[src/rtl/fft_scan_ctrl_pkg.sv]
// Shared types, default widths and width helpers for the FFT scan controller.
package fft_scan_ctrl_pkg;

    localparam int unsigned DEF_ADDR_W = 10;
    localparam int unsigned DEF_PWR_W  = 16;
    localparam int unsigned DEF_RD_LAT = 2;

    typedef enum logic [2:0] {
        IDLE      = 3'd0,
        START     = 3'd1,
        WAIT_DONE = 3'd2,
        SCAN      = 3'd3,
        DRAIN     = 3'd4,
        REPORT    = 3'd5
    } state_e;

    // A sum of at most 2^addr_w words of pwr_w bits fits in pwr_w + addr_w bits.
    function automatic int unsigned band_sum_w(input int unsigned pwr_w, input int unsigned addr_w);
        return pwr_w + addr_w;
    endfunction

    // Counter width able to hold the longest of the timed states.
    function automatic int unsigned cnt_w(input int unsigned a, input int unsigned b, input int unsigned c);
        int unsigned m;
        m = a;
        if (b > m) m = b;
        if (c > m) m = c;
        return $clog2(m + 1);
    endfunction

endpackage

[src/rtl/fft_peak_acc.sv]
// Pairs returning power samples with their bin address and tracks band sum and peak.
module fft_peak_acc
    import fft_scan_ctrl_pkg::*;
#(
    parameter int unsigned ADDR_W = DEF_ADDR_W,
    parameter int unsigned PWR_W  = DEF_PWR_W,
    parameter int unsigned RD_LAT = DEF_RD_LAT,
    parameter int unsigned SUM_W  = band_sum_w(DEF_PWR_W, DEF_ADDR_W)
) (
    input  logic              clk,
    input  logic              reset,
    input  logic              i_clear,
    input  logic              i_vld,
    input  logic [ADDR_W-1:0] i_addr,
    input  logic [PWR_W-1:0]  i_power,
    output logic [ADDR_W-1:0] o_peak_bin,
    output logic [PWR_W-1:0]  o_peak_power,
    output logic [SUM_W-1:0]  o_band_sum
);

    logic [RD_LAT-1:0] r_vld_dly;
    logic [ADDR_W-1:0] r_addr_dly [RD_LAT];
    logic              r_have;
    logic [ADDR_W-1:0] r_peak_bin;
    logic [PWR_W-1:0]  r_peak_power;
    logic [SUM_W-1:0]  r_band_sum;

    logic              w_smp_vld;
    logic [ADDR_W-1:0] w_smp_bin;

    assign w_smp_vld = r_vld_dly[RD_LAT-1];
    assign w_smp_bin = r_addr_dly[RD_LAT-1];

    // Valid/address delay line matching the read latency of the FFT memory.
    always_ff @(posedge clk) begin
        if (reset || i_clear) begin
            r_vld_dly <= '0;
            for (int i = 0; i < int'(RD_LAT); i++) r_addr_dly[i] <= '0;
        end else begin
            r_vld_dly[0]  <= i_vld;
            r_addr_dly[0] <= i_addr;
            for (int i = 1; i < int'(RD_LAT); i++) begin
                r_vld_dly[i]  <= r_vld_dly[i-1];
                r_addr_dly[i] <= r_addr_dly[i-1];
            end
        end
    end

    // Band sum and strict-greater peak; the first sample of a sweep always loads.
    always_ff @(posedge clk) begin
        if (reset || i_clear) begin
            r_have       <= 1'b0;
            r_peak_bin   <= '0;
            r_peak_power <= '0;
            r_band_sum   <= '0;
        end else if (w_smp_vld) begin
            r_have     <= 1'b1;
            r_band_sum <= r_band_sum + SUM_W'(i_power);
            if (!r_have || (i_power > r_peak_power)) begin
                r_peak_bin   <= w_smp_bin;
                r_peak_power <= i_power;
            end
        end
    end

    assign o_peak_bin   = r_peak_bin;
    assign o_peak_power = r_peak_power;
    assign o_band_sum   = r_band_sum;

endmodule

[src/rtl/fft_scan_ctrl.sv]
// Sweep controller: starts an FFT, waits for done, scans a bin window and reports the peak.
module fft_scan_ctrl
    import fft_scan_ctrl_pkg::*;
#(
    parameter int unsigned ADDR_W    = DEF_ADDR_W,
    parameter int unsigned PWR_W     = DEF_PWR_W,
    parameter int unsigned RD_LAT    = DEF_RD_LAT,
    parameter int unsigned START_CYC = 4,
    parameter int unsigned TMO_CYC   = 32'd1 << 20
) (
    input  logic                                   clk,
    input  logic                                   reset,
    input  logic                                   enable,
    input  logic                                   auto_mode,
    input  logic                                   trig,
    input  logic [ADDR_W-1:0]                      bin_lo,
    input  logic [ADDR_W-1:0]                      bin_hi,
    input  logic [PWR_W-1:0]                       threshold,
    output logic                                   fft_start,
    input  logic                                   fft_done,
    output logic [ADDR_W-1:0]                      fft_addr,
    input  logic [PWR_W-1:0]                       fft_power,
    input  logic [5:0]                             fft_exp,
    output logic                                   busy,
    output logic                                   result_valid,
    output logic [ADDR_W-1:0]                      peak_bin,
    output logic [PWR_W-1:0]                       peak_power,
    output logic [5:0]                             peak_exp,
    output logic [band_sum_w(PWR_W, ADDR_W)-1:0]   band_sum,
    output logic                                   above_thresh,
    output logic                                   timeout_err
);

    localparam int unsigned SUM_W = band_sum_w(PWR_W, ADDR_W);
    localparam int unsigned CNT_W = cnt_w(START_CYC, RD_LAT, TMO_CYC);

    state_e            r_state;
    state_e            w_state_nxt;
    logic [CNT_W-1:0]  r_cnt;
    logic              r_done_q;
    logic              r_done_qq;
    logic [ADDR_W-1:0] r_lo;
    logic [ADDR_W-1:0] r_hi;
    logic [PWR_W-1:0]  r_thr;
    logic [ADDR_W-1:0] r_addr;
    logic              r_fft_start;
    logic              r_busy;

    logic              r_result_valid;
    logic [ADDR_W-1:0] r_peak_bin;
    logic [PWR_W-1:0]  r_peak_power;
    logic [5:0]        r_peak_exp;
    logic [SUM_W-1:0]  r_band_sum;
    logic              r_above;
    logic              r_tmo_err;

    logic              w_done_rise;
    logic              w_start_entry;
    logic [ADDR_W-1:0] w_acc_bin;
    logic [PWR_W-1:0]  w_acc_power;
    logic [SUM_W-1:0]  w_acc_sum;

    assign w_done_rise   = r_done_q & ~r_done_qq;
    assign w_start_entry = (w_state_nxt == START) && (r_state != START);

    // Next-state decode.
    always_comb begin
        w_state_nxt = r_state;
        case (r_state)
            IDLE:      if (enable && (trig || auto_mode)) w_state_nxt = START;
            START:     if (r_cnt == CNT_W'(START_CYC - 1)) w_state_nxt = WAIT_DONE;
            WAIT_DONE: begin
                if (w_done_rise)                       w_state_nxt = SCAN;
                else if (r_cnt == CNT_W'(TMO_CYC - 1)) w_state_nxt = IDLE;
            end
            SCAN:      if (r_addr == r_hi) w_state_nxt = DRAIN;
            DRAIN:     if (r_cnt == CNT_W'(RD_LAT - 1)) w_state_nxt = REPORT;
            REPORT:    w_state_nxt = (enable && auto_mode) ? START : IDLE;
            default:   w_state_nxt = IDLE;
        endcase
    end

    // State, per-state cycle counter, bound latching, address counter and FFT-side outputs.
    always_ff @(posedge clk) begin
        if (reset) begin
            r_state     <= IDLE;
            r_cnt       <= '0;
            r_done_q    <= 1'b0;
            r_done_qq   <= 1'b0;
            r_lo        <= '0;
            r_hi        <= '0;
            r_thr       <= '0;
            r_addr      <= '0;
            r_fft_start <= 1'b0;
            r_busy      <= 1'b0;
        end else begin
            r_state     <= w_state_nxt;
            r_cnt       <= (w_state_nxt != r_state) ? '0 : r_cnt + CNT_W'(1);
            r_done_q    <= fft_done;
            r_done_qq   <= r_done_q;
            r_fft_start <= (w_state_nxt == START);
            r_busy      <= (w_state_nxt != IDLE);
            if (w_start_entry) begin
                r_lo  <= bin_lo;
                r_hi  <= (bin_lo > bin_hi) ? bin_lo : bin_hi;
                r_thr <= threshold;
            end
            // Address only increments while below the latched hi, so it never wraps.
            if ((r_state == WAIT_DONE) && (w_state_nxt == SCAN)) begin
                r_addr <= r_lo;
            end else if ((r_state == SCAN) && (r_addr != r_hi)) begin
                r_addr <= r_addr + ADDR_W'(1);
            end
        end
    end

    // Result capture at REPORT and sticky timeout flag.
    always_ff @(posedge clk) begin
        if (reset) begin
            r_result_valid <= 1'b0;
            r_peak_bin     <= '0;
            r_peak_power   <= '0;
            r_peak_exp     <= '0;
            r_band_sum     <= '0;
            r_above        <= 1'b0;
            r_tmo_err      <= 1'b0;
        end else begin
            r_result_valid <= (r_state == REPORT);
            if (r_state == REPORT) begin
                r_peak_bin   <= w_acc_bin;
                r_peak_power <= w_acc_power;
                r_peak_exp   <= fft_exp;
                r_band_sum   <= w_acc_sum;
                r_above      <= (w_acc_power >= r_thr);
                r_tmo_err    <= 1'b0;
            end else if ((r_state == WAIT_DONE) && (w_state_nxt == IDLE)) begin
                r_tmo_err    <= 1'b1;
            end
        end
    end

    fft_peak_acc #(
        .ADDR_W (ADDR_W),
        .PWR_W  (PWR_W),
        .RD_LAT (RD_LAT),
        .SUM_W  (SUM_W)
    ) u_acc (
        .clk          (clk),
        .reset        (reset),
        .i_clear      (w_start_entry),
        .i_vld        (r_state == SCAN),
        .i_addr       (r_addr),
        .i_power      (fft_power),
        .o_peak_bin   (w_acc_bin),
        .o_peak_power (w_acc_power),
        .o_band_sum   (w_acc_sum)
    );

    assign fft_start    = r_fft_start;
    assign fft_addr     = r_addr;
    assign busy         = r_busy;
    assign result_valid = r_result_valid;
    assign peak_bin     = r_peak_bin;
    assign peak_power   = r_peak_power;
    assign peak_exp     = r_peak_exp;
    assign band_sum     = r_band_sum;
    assign above_thresh = r_above;
    assign timeout_err  = r_tmo_err;

endmodule

[config.mk]
export PLATFORM = sky130hd
export DESIGN_NAME = fft_scan_ctrl
export DESIGN_NICKNAME = d
export VERILOG_FILES = /design/src/rtl/fft_scan_ctrl_pkg.sv /design/src/rtl/fft_peak_acc.sv /design/src/rtl/fft_scan_ctrl.sv
export SDC_FILE = /design/constraint.sdc
export NUM_CORES = 1
export LEC_CHECK = 0
export ABC_CLOCK_PERIOD_IN_PS = 8400
export CELL_PAD_IN_SITES_DETAIL_PLACEMENT = 1
export CELL_PAD_IN_SITES_GLOBAL_PLACEMENT = 2
export CORE_ASPECT_RATIO = 1.1
export CORE_MARGIN = 10
export CORE_UTILIZATION = 37
export CTS_BUF_LIST = sky130_fd_sc_hd__clkbuf_8 sky130_fd_sc_hd__clkbuf_16
export CTS_CLUSTER_DIAMETER = 50
export DETAILED_ROUTE_END_ITERATION = 10
export PLACE_DENSITY_LB_ADDON = 0.1
export SYNTH_ARGS = -nofsm -noshare
export SYNTH_HDL_FRONTEND = slang
export SYNTH_HIERARCHICAL = 1
export SYNTH_SLANG_ARGS = --single-unit
[constraint.sdc]
create_clock -name clk -period 8.4 [get_ports clk]
set_clock_uncertainty 0.15 [all_clocks]
set_input_delay 0.84 -clock clk [delete_from_list [all_inputs] [get_ports clk]]
set_output_delay 0.84 -clock clk [all_outputs]
set_load 0.01 [all_outputs]
==> flow_summary.ini, run 1 <==
[synthesis]
ys_seq_area_frac = 0.428
synthTopCellsByArea = dfxtp_1 (43%), ha_1 (7.8%), a22o_1 (5.1%)
synth-async-reset-ratio = 0
synth_area_leader_cell = dfxtp_1
synth_cell_types = 73
syn-num-nets = 1199
synthFlopType = dfxtp_1
synthCells = 1073
yosysWarnings = 6
netlist_area_sq_um = 9830
synth_seq_cells = 210
synth_common_cells = dfxtp_1 (210), nand2_1 (111), a21oi_1 (78)
synth.most_common_cell = dfxtp_1
synth_edf_count = 0
synth_top_area_share = 0.428
synth_area_per_cell_sq_um = 9.16

[hold_path]
min_to = u_acc/r_addr_dly[1][2]
hold_depth = 1
hp-start = u_acc/r_addr_dly[0][2]
min_path_type = reg -> reg

[floorplanning]
core-area_sq_um = 26100
dieArea_sq_um = 33500
io_pins = 137
die_h_microns = 191
start_util = 0.376
die_w_microns = 175
rows = 62

[placement]
hpwl_microns = 20100
gp_congestion = 0.797
post-place-ws_ns = 4.05
placed_area_sq_um = 11400
portBuffers = 136

[worst_setup_path]
ff2ff_path_depth = 9
slowest_delay_ns = 0.62
path_class = reg -> reg
r2r_slack_ns = 4.55
r2r_end = u_acc/o_band_sum[14]
crit_family = buffers and inverters
cp_common_cell = buf_4
worstPathMaxFanout = 59
cp_data_arrival_time_ns = 4.16
required_ns = 8.71
cp_num_buf_inv = 3
cp.depth = 9
worstSetupEndpointType = flop
cp_slowest_cell = dfxtp_1
r2r-start = r_state[0]
cp_cell_sequence = or2_1 > o21bai_1 > a21o_1 > buf_4 > inv_2 > nor2_4 > buf_4 > nand2_1 > o31ai_1
setup.worst_path.start_class = flop

[global_route]
grt_max_degree = 60
grt_pass1_wl_microns = 46500
antenna_found_initial = 0
overflow = 0
track_usage = 0.167
grt_pass1_vias = 8719

[timing]
tightest_slew_ns = 1.11
rsz0062_at_grt = no
relSlewSlack = 0.259
setup_slack_ns = 4.55
post-route-min-period_ns = 3.85
fin_crit_sh = 0.459
finalSetupViolCount = 0
finalSetupTns_ns = 0
max_freq_ghz = 0.260
hold_violations = 0
drv_slew = 0

[run]
drv_cap = 0

[detailed_routing]
ant_nets = 0
drt_pass1_iterations = 4
drt_iter0_drc = 283
wl_per_cell_microns = 18.1
dr.max_layer_used = met4
drt-total-wl_microns = 28200
dr_wl_met2_microns = 14400
drc = 0
route.met3.wl_microns = 894
vias_per_cell = 5.23
met1Wirelength_microns = 12500
vias = 8171

[cells_and_area]
fin_area_sq_um = 12300
final_nets = 1314
drive_above_1_share = 0.0902
syn_to_final_growth_pct = 25.1
fin_util = 0.470
diodes = 0

[clocking]
hold_buffers = 0
numCtsBuffers = 29
cts-root-buf = clkbuf_16
clockBufferDepth = 3
post_cts_buffers = 0
h-tree-depth = 1
cts.sinks = 210
cts_tree = done
post_cts_resized = 0
worst_skew_pair.late_latency_ns = 0.55
clk_pin_slew_ns = 0.06

[status]
status = finished clean

[power]
power.leakage_nw = 4.65
ir_worst_vdd_mv = 0.141
finalPower_w = 0.00234
cellPowerDensity_nw_per_um2 = 191
[power breakdown]
part / total [W] / switching (W) / internal (W) / leakage (nW)
clock: 0.00114 / 0.000479 / 0.000656 / 0.464
combinational: 0.000183 / 0.000108 / 0.0000742 / 2.49
sequential: 0.00103 / 0.0000132 / 0.00101 / 1.70
total: 0.00234 / 0.000601 / 0.00174 / 4.65
[layout by cell type, fill, tap and decap left out, types with 17 or more instances in the layout]
master,instances
a21oi_1,77
a22o_1,57
and2_1,24
clkbuf_16,29
clkdlybuf4s50_1,135
dfxtp_1,210
ha_1,61
inv_1,63
mux2i_1,17
nand2_1,111
nand3_1,57
nor2_1,45
nor2_2,20
o21ai_0,29
xnor2_1,30
[cell type report]
type                    count  area (sq um)
clock inverters            21           151
flip-flops and latches    210          4200
well taps                 352           440
clock buffers              31           753
fillers                  3009         13900
inverters                  59           221
repair buffers            142          1400
multi-input cells         746          5120
[logic make-up (layout without fill, tap and decap cells)]
group	after synthesis	after routing	synth area share
multiplexers	19	19	0.0196
AND/OR/NAND/NOR	350	350	0.184
adder cells (fa/ha/maj)	62	62	0.0797
buffers and inverters	117	253	0.0535
AO/OA/AOI/OAI	270	270	0.196
XOR/XNOR	45	45	0.0401
flip-flops	210	210	0.428
[worst max path at each step]
stage / start / endpoint
2_1_floorplan: trig / u_acc/o_band_sum[19]
3_3_place_gp: auto_mode / u_acc/o_band_sum[19]
3_5_place_dp: auto_mode / u_acc/o_band_sum[14]
4_1_cts: r_state[0] / u_acc/o_band_sum[19]
5_1_grt: r_state[0] / u_acc/o_band_sum[14]
6_report: r_state[0] / u_acc/o_band_sum[14]
[per-layer routing]
metal  vias to the layer above  track usage
li1                       4063            -
met1                      3976        0.201
met2                       100        0.307
met3                        32       0.0278
met4                         0       0.0313
met5                         -            0
[registers in the layout, summed over array words and instances, names as in the netlist, 2 cells and up]
signal / flops
r_thr: 16
peak_exp: 6
u_acc/r_addr_dly: 20
peak_bin: 10
r_hi: 10
peak_power: 16
r_cnt: 21
r_state: 3
u_acc/o_band_sum: 26
u_acc/o_peak_bin: 10
fft_addr: 10
u_acc/o_peak_power: 16
band_sum: 26
r_lo: 10
u_acc/r_vld_dly: 2
[metrics by stage]
stage                     hold slack [ns]  std cells
final                               0.279       1561
after global routing                0.299       1561
after CTS                           0.281       1561
after detailed placement            0.268       1509
after global placement              0.260       1509
after floorplan                     0.256       1073
Note: power is estimated with default switching activity, not from simulation.
==> run 2: changes to the inputs <==
--- a/config.mk
+++ b/config.mk
@@ -5,12 +5,12 @@
 export SDC_FILE = /design/constraint.sdc
 export NUM_CORES = 1
 export LEC_CHECK = 0
-export ABC_CLOCK_PERIOD_IN_PS = 8400
+export ABC_CLOCK_PERIOD_IN_PS = 3800
 export CELL_PAD_IN_SITES_DETAIL_PLACEMENT = 1
 export CELL_PAD_IN_SITES_GLOBAL_PLACEMENT = 2
 export CORE_ASPECT_RATIO = 1.1
 export CORE_MARGIN = 10
-export CORE_UTILIZATION = 37
+export CORE_UTILIZATION = 34
 export CTS_BUF_LIST = sky130_fd_sc_hd__clkbuf_8 sky130_fd_sc_hd__clkbuf_16
 export CTS_CLUSTER_DIAMETER = 50
 export DETAILED_ROUTE_END_ITERATION = 10
==> constraint.sdc (replaced) <==
create_clock -name clk -period 3.8 [get_ports clk]
set_clock_uncertainty 0.15 [all_clocks]
set_input_delay 0.38 -clock clk [delete_from_list [all_inputs] [get_ports clk]]
set_output_delay 0.38 -clock clk [all_outputs]
set_load 0.01 [all_outputs]
==> run 2 against run 1 <==
Effect of this change:
- global-route usage down 0.89 points
- routed wire length up 3.7%
- worst hold slack worse by 0.10 ns
- maximum frequency up 32%
- clock power rose to 2.6 times the previous value
- setup slack worse by 3.7 ns
- sequential share of layout area down 0.86 points
- highest routed layer unchanged
- non-clock buffer count up 15
- count of clock-buffer cells in the layout unchanged
- register-to-register slack worse by 3.7 ns
- core utilization down 3.0 points
- via count up 1.4%
==> flow_summary.ini, run 2 (synthesized netlist as in run 1, its figures left out) <==
[global_route]
track_usage = 0.158
antenna_found_initial = 0
grt_max_degree = 47
grt_pass1_wl_microns = 47400
overflow = 0
grt_pass1_vias = 8746

[cells_and_area]
diodes = 0
syn_to_final_growth_pct = 28.3
final_common_cell = dfxtp_1
drive_above_1_share = 0.104
final_nets = 1330
fin_util = 0.440
layout_common_cells = dfxtp_1 (210), clkdlybuf4s50_1 (135), nand2_1 (111)

[detailed_routing]
drt_iter0_drc = 361
ant_nets = 0
vias_per_cell = 5.20
drt_pass1_iterations = 5
vias = 8283
drt-total-wl_microns = 29300
drc = 0
wl_per_cell_microns = 18.4

[floorplanning]
core-area_sq_um = 28600
start_util = 0.343
dieArea_sq_um = 36100
die_w_microns = 182
die_h_microns = 198
io_pins = 137
rows = 65

[timing]
drv_slew = 0
finalSetupTns_ns = 0
finalSetupViolCount = 0
post-route-min-period_ns = 2.91
rsz0062_at_grt = no
tightest_slew_ns = 1.13
fin_crit_sh = 0.767
hold_violations = 0
relSlewSlack = 0.243
max_freq_ghz = 0.343

[clocking]
h-tree-depth = 1
clockBufferDepth = 3
clk_pin_slew_ns = 0.06
numCtsBuffers = 30
cts_tree = done
cts-root-buf = clkbuf_16
hold_buffers = 0
cts.sinks = 210
post_cts_buffers = 0
worst_skew_pair.late_latency_ns = 0.55
post_cts_resized = 0

[power]
power.leakage_nw = 4.80
ir_worst_vdd_mv = 0.362
cellPowerDensity_nw_per_um2 = 445

[run]
drv_cap = 0

[worst_setup_path]
cp_data_arrival_time_ns = 3.19
worstSetupEndpointType = flop
worstPathMaxFanout = 42
r2r_end = u_acc/o_peak_power[15]
path_class = reg -> reg
ff2ff_path_depth = 9
r2r-start = u_acc/o_peak_power[14]
setup.worst_path.start_class = flop
required_ns = 4.08
r2r_slack_ns = 0.89

[hold_path]
hold_depth = 4
min_to = r_state[1]
hp-start = reset
min_path_type = in -> reg

[placement]
gp_congestion = 0.810
portBuffers = 136
hpwl_microns = 21600

[status]
status = finished clean
-- run 2: changes by cell type in the layout (fill, tap and decap cells not counted), sizes merged --
cell,change
buf,+15
bufinv,+5
clkinv,-2
inv,-1
-- run 2: worst max-delay path, stage by stage (launching register included) --
cell      delay [ns]
dfxtp_1         0.39
inv_1           0.10
ha_1            0.32
a21oi_1         0.15
a21boi_0        0.09
or4b_2          0.63
o311a_2         0.52
buf_12          0.22
nand3_1         0.12
o31ai_2         0.07
-- run 2: cell type report --
| class | instances | area [sq um] |
|---|---|---|
| multi-input cells | 746 | 5120 |
| clock buffers | 31 | 776 |
| inverters | 59 | 221 |
| fillers | 3299 | 16000 |
| clock inverters | 23 | 288 |
| repair buffers | 157 | 1540 |
| well taps | 368 | 460 |
| flip-flops and latches | 210 | 4200 |
-- run 2: worst max path at each step --
stage,end,cells past startpoint,start
floorplan,u_acc/o_band_sum[16],12,r_state[2]
global placement,u_acc/o_peak_power[1],9,fft_power[14]
detailed placement,u_acc/o_peak_power[15],9,fft_power[14]
CTS,u_acc/o_peak_power[1],9,u_acc/o_peak_power[14]
global route,u_acc/o_peak_power[13],9,u_acc/o_peak_power[14]
finish,u_acc/o_peak_power[15],9,u_acc/o_peak_power[14]
-- run 2: per-layer routing --
metal / part of all wire / vias to the layer above / GRT usage
li1: - / 4114 / -
met1: 0.42 / 4017 / 0.184
met2: 0.52 / 121 / 0.294
met3: 0.041 / 31 / 0.0288
met4: 0.014 / 0 / 0.0332
met5: 0 / - / 0
-- run 2: power breakdown --
group / total, W / leakage (nW) / switching [W] / internal [W]
combinational: 0.000418 / 2.57 / 0.000245 / 0.000173
clock: 0.00293 / 0.529 / 0.00109 / 0.00184
sequential: 0.00226 / 1.70 / 0.0000251 / 0.00224
-- run 2: stage by stage --
step | worst slack [ns] | total power, W | hold slack, ns | instance area (sq um) | std cells
floorplan | 1.04 | 0.00256 | 0.256 | 9830 | 1073
global placement | 0.465 | 0.00273 | 0.264 | 11500 | 1540
detailed placement | 0.443 | 0.00274 | 0.263 | 11500 | 1540
CTS | 0.881 | 0.00571 | 0.158 | 12600 | 1594
global route | 0.751 | 0.00585 | 0.185 | 12600 | 1594
finish | 0.887 | 0.00561 | 0.179 | 12600 | 1594
==> run 3: changes to the inputs <==
--- a/config.mk
+++ b/config.mk
@@ -5,12 +5,12 @@
 export SDC_FILE = /design/constraint.sdc
 export NUM_CORES = 1
 export LEC_CHECK = 0
-export ABC_CLOCK_PERIOD_IN_PS = 3800
+export ABC_CLOCK_PERIOD_IN_PS = 2600
 export CELL_PAD_IN_SITES_DETAIL_PLACEMENT = 1
 export CELL_PAD_IN_SITES_GLOBAL_PLACEMENT = 2
 export CORE_ASPECT_RATIO = 1.1
 export CORE_MARGIN = 10
-export CORE_UTILIZATION = 34
+export CORE_UTILIZATION = 31
 export CTS_BUF_LIST = sky130_fd_sc_hd__clkbuf_8 sky130_fd_sc_hd__clkbuf_16
 export CTS_CLUSTER_DIAMETER = 50
 export DETAILED_ROUTE_END_ITERATION = 10
==> constraint.sdc (replaced) <==
create_clock -name clk -period 2.6 [get_ports clk]
set_clock_uncertainty 0.15 [all_clocks]
set_input_delay 0.26 -clock clk [delete_from_list [all_inputs] [get_ports clk]]
set_output_delay 0.26 -clock clk [all_outputs]
set_load 0.01 [all_outputs]
==> run 3 against run 2 <==
Effect of this change:
- combinational power up 68%
- routed wire length up 8.4%
- cell area up 9.3%
- critical path type unchanged
- global-route usage down 0.22 points
==> flow_summary.ini, run 3 (synthesized netlist as in run 1, its figures left out) <==
[worst_setup_path]
cp_data_arrival_time_ns = 2.87
worstSetupEndpointType = flop
required_ns = 2.88
path_class = reg -> reg
cp_slowest_cell = or4_4
cp_num_buf_inv = 2
worstPathMaxFanout = 5
slowest_delay_ns = 0.50
cp_cell_sequence = inv_1 > ha_1 > nand3_2 > or4_4 > or3_4 > o311a_4 > clkbuf_16 > nand3_1 > o31ai_2
crit_family = simple AND/OR/NAND/NOR gates
setup.worst_path.start_class = flop

[cells_and_area]
drive_above_1_share = 0.206
fin_area_sq_um = 13800
fin_util = 0.440
syn_to_final_growth_pct = 40.2
finalNonFillerCells = 1758
final_common_cell = dfxtp_1
diodes = 0
layout_common_cells = dfxtp_1 (199), clkdlybuf4s50_1 (135), buf_4 (114)
final_nets = 1439

[detailed_routing]
wl_per_cell_microns = 18.1
vias = 8716
ant_nets = 0
drt-total-wl_microns = 31700
vias_per_cell = 4.96
drt_iter0_drc = 390
drc = 0
drt_pass1_iterations = 4

[timing]
hold_violations = 0
finalSetupViolCount = 0
tightest_slew_ns = 0.754
max_freq_ghz = 0.387
drv_slew = 0
fin_crit_sh = 0.995
relSlewSlack = 0.496
finalSetupTns_ns = 0
post-route-min-period_ns = 2.59

[global_route]
grt_pass1_vias = 9161
overflow = 0
grt_pass1_wl_microns = 50000
antenna_found_initial = 0
grt_max_degree = 59
track_usage = 0.156

[clocking]
clockBufferDepth = 3
cts.sinks = 210
h-tree-depth = 1
cts_tree = done
worst_skew_pair.late_latency_ns = 0.57
numCtsBuffers = 31
clk_pin_slew_ns = 0.06
cts-root-buf = clkbuf_16

[placement]
place_inst = 1686
gp_congestion = 0.812
hpwl_microns = 22700
placed_area_sq_um = 12400
portBuffers = 136

[status]
status = finished clean

[power]
cellPowerDensity_nw_per_um2 = 599
power.leakage_nw = 5.40
ir_worst_vdd_mv = 0.440
finalPower_w = 0.00825

[run]
drv_cap = 0

[floorplanning]
io_pins = 137
rows = 68
dieArea_sq_um = 39200
die_w_microns = 190
core-area_sq_um = 31300
die_h_microns = 207
start_util = 0.314

[hold_path]
min_path_type = in -> reg
==> run 3: cell types whose count changed in the layout (fill, tap and decap cells not counted), sizes merged <==
cell and delta:
clkinvlp +1, o311a +1, bufinv -2, clkinv +7
inv -3, buf +102, dlygate4sd3 +1, clkbuf +5
==> run 3: final cells by class <==
cell class              instances  area, sq um
well taps                     420          526
inverters                      59          224
multi-input cells             747         5260
clock inverters                26          274
clock buffers                  32          790
repair buffers                264         2490
flip-flops and latches        210         4220
fillers                      3588        17500
==> run 3: worst min-delay path, delay by kind of cell <==
kind | cells | cell delay [ns]
compound gates | 1 | 0.05
buf+inv | 1 | 0.39
simple gates | 1 | 0.05
==> run 3: timing repair <==
item                       CTS  global route
hold endpoints to repair     1             0
cloned                       1             6
buffers inserted             1             5
hold buffers                 1             0
resized for setup           16            25
setup endpoints to repair   26            23
pin swaps                    3             4
==> run 3: per-layer routing <==
layer | global-route usage | part of all wire
met1 | 0.189 | 0.44
met5 | 0 | 0
met2 | 0.281 | 0.50
met4 | 0.0332 | 0.013
met3 | 0.0291 | 0.046
==> run 3: worst paths after layout <==
| check | from | to | slack, ns | cells past startpoint |
|---|---|---|---|---|
| min | threshold[15] | r_thr[15] | 0.08 | 3 |
| max reg2reg | u_acc/o_peak_power[8] | u_acc/o_peak_power[10] | 0.01 | 9 |
| max | u_acc/o_peak_power[8] | u_acc/o_peak_power[10] | 0.01 | 9 |
| min reg2reg | u_acc/r_addr_dly[0][4] | u_acc/r_addr_dly[1][4] | 0.28 | 1 |
==> run 3: power breakdown <==
part	switching, W	leakage (nW)	internal [W]
sequential	0.0000374	1.70	0.00327
clock	0.00168	0.523	0.00256
combinational	0.000383	3.17	0.000319
==> run 3: through the flow <==
step	setup WS [ns]	hold WS [ns]
CTS	0.0299	0.0600
global placement	-0.357	0.262
global route	-0.0193	0.0894
detailed placement	-0.404	0.263
finish	0.0135	0.0845
floorplan	0.00315	0.236
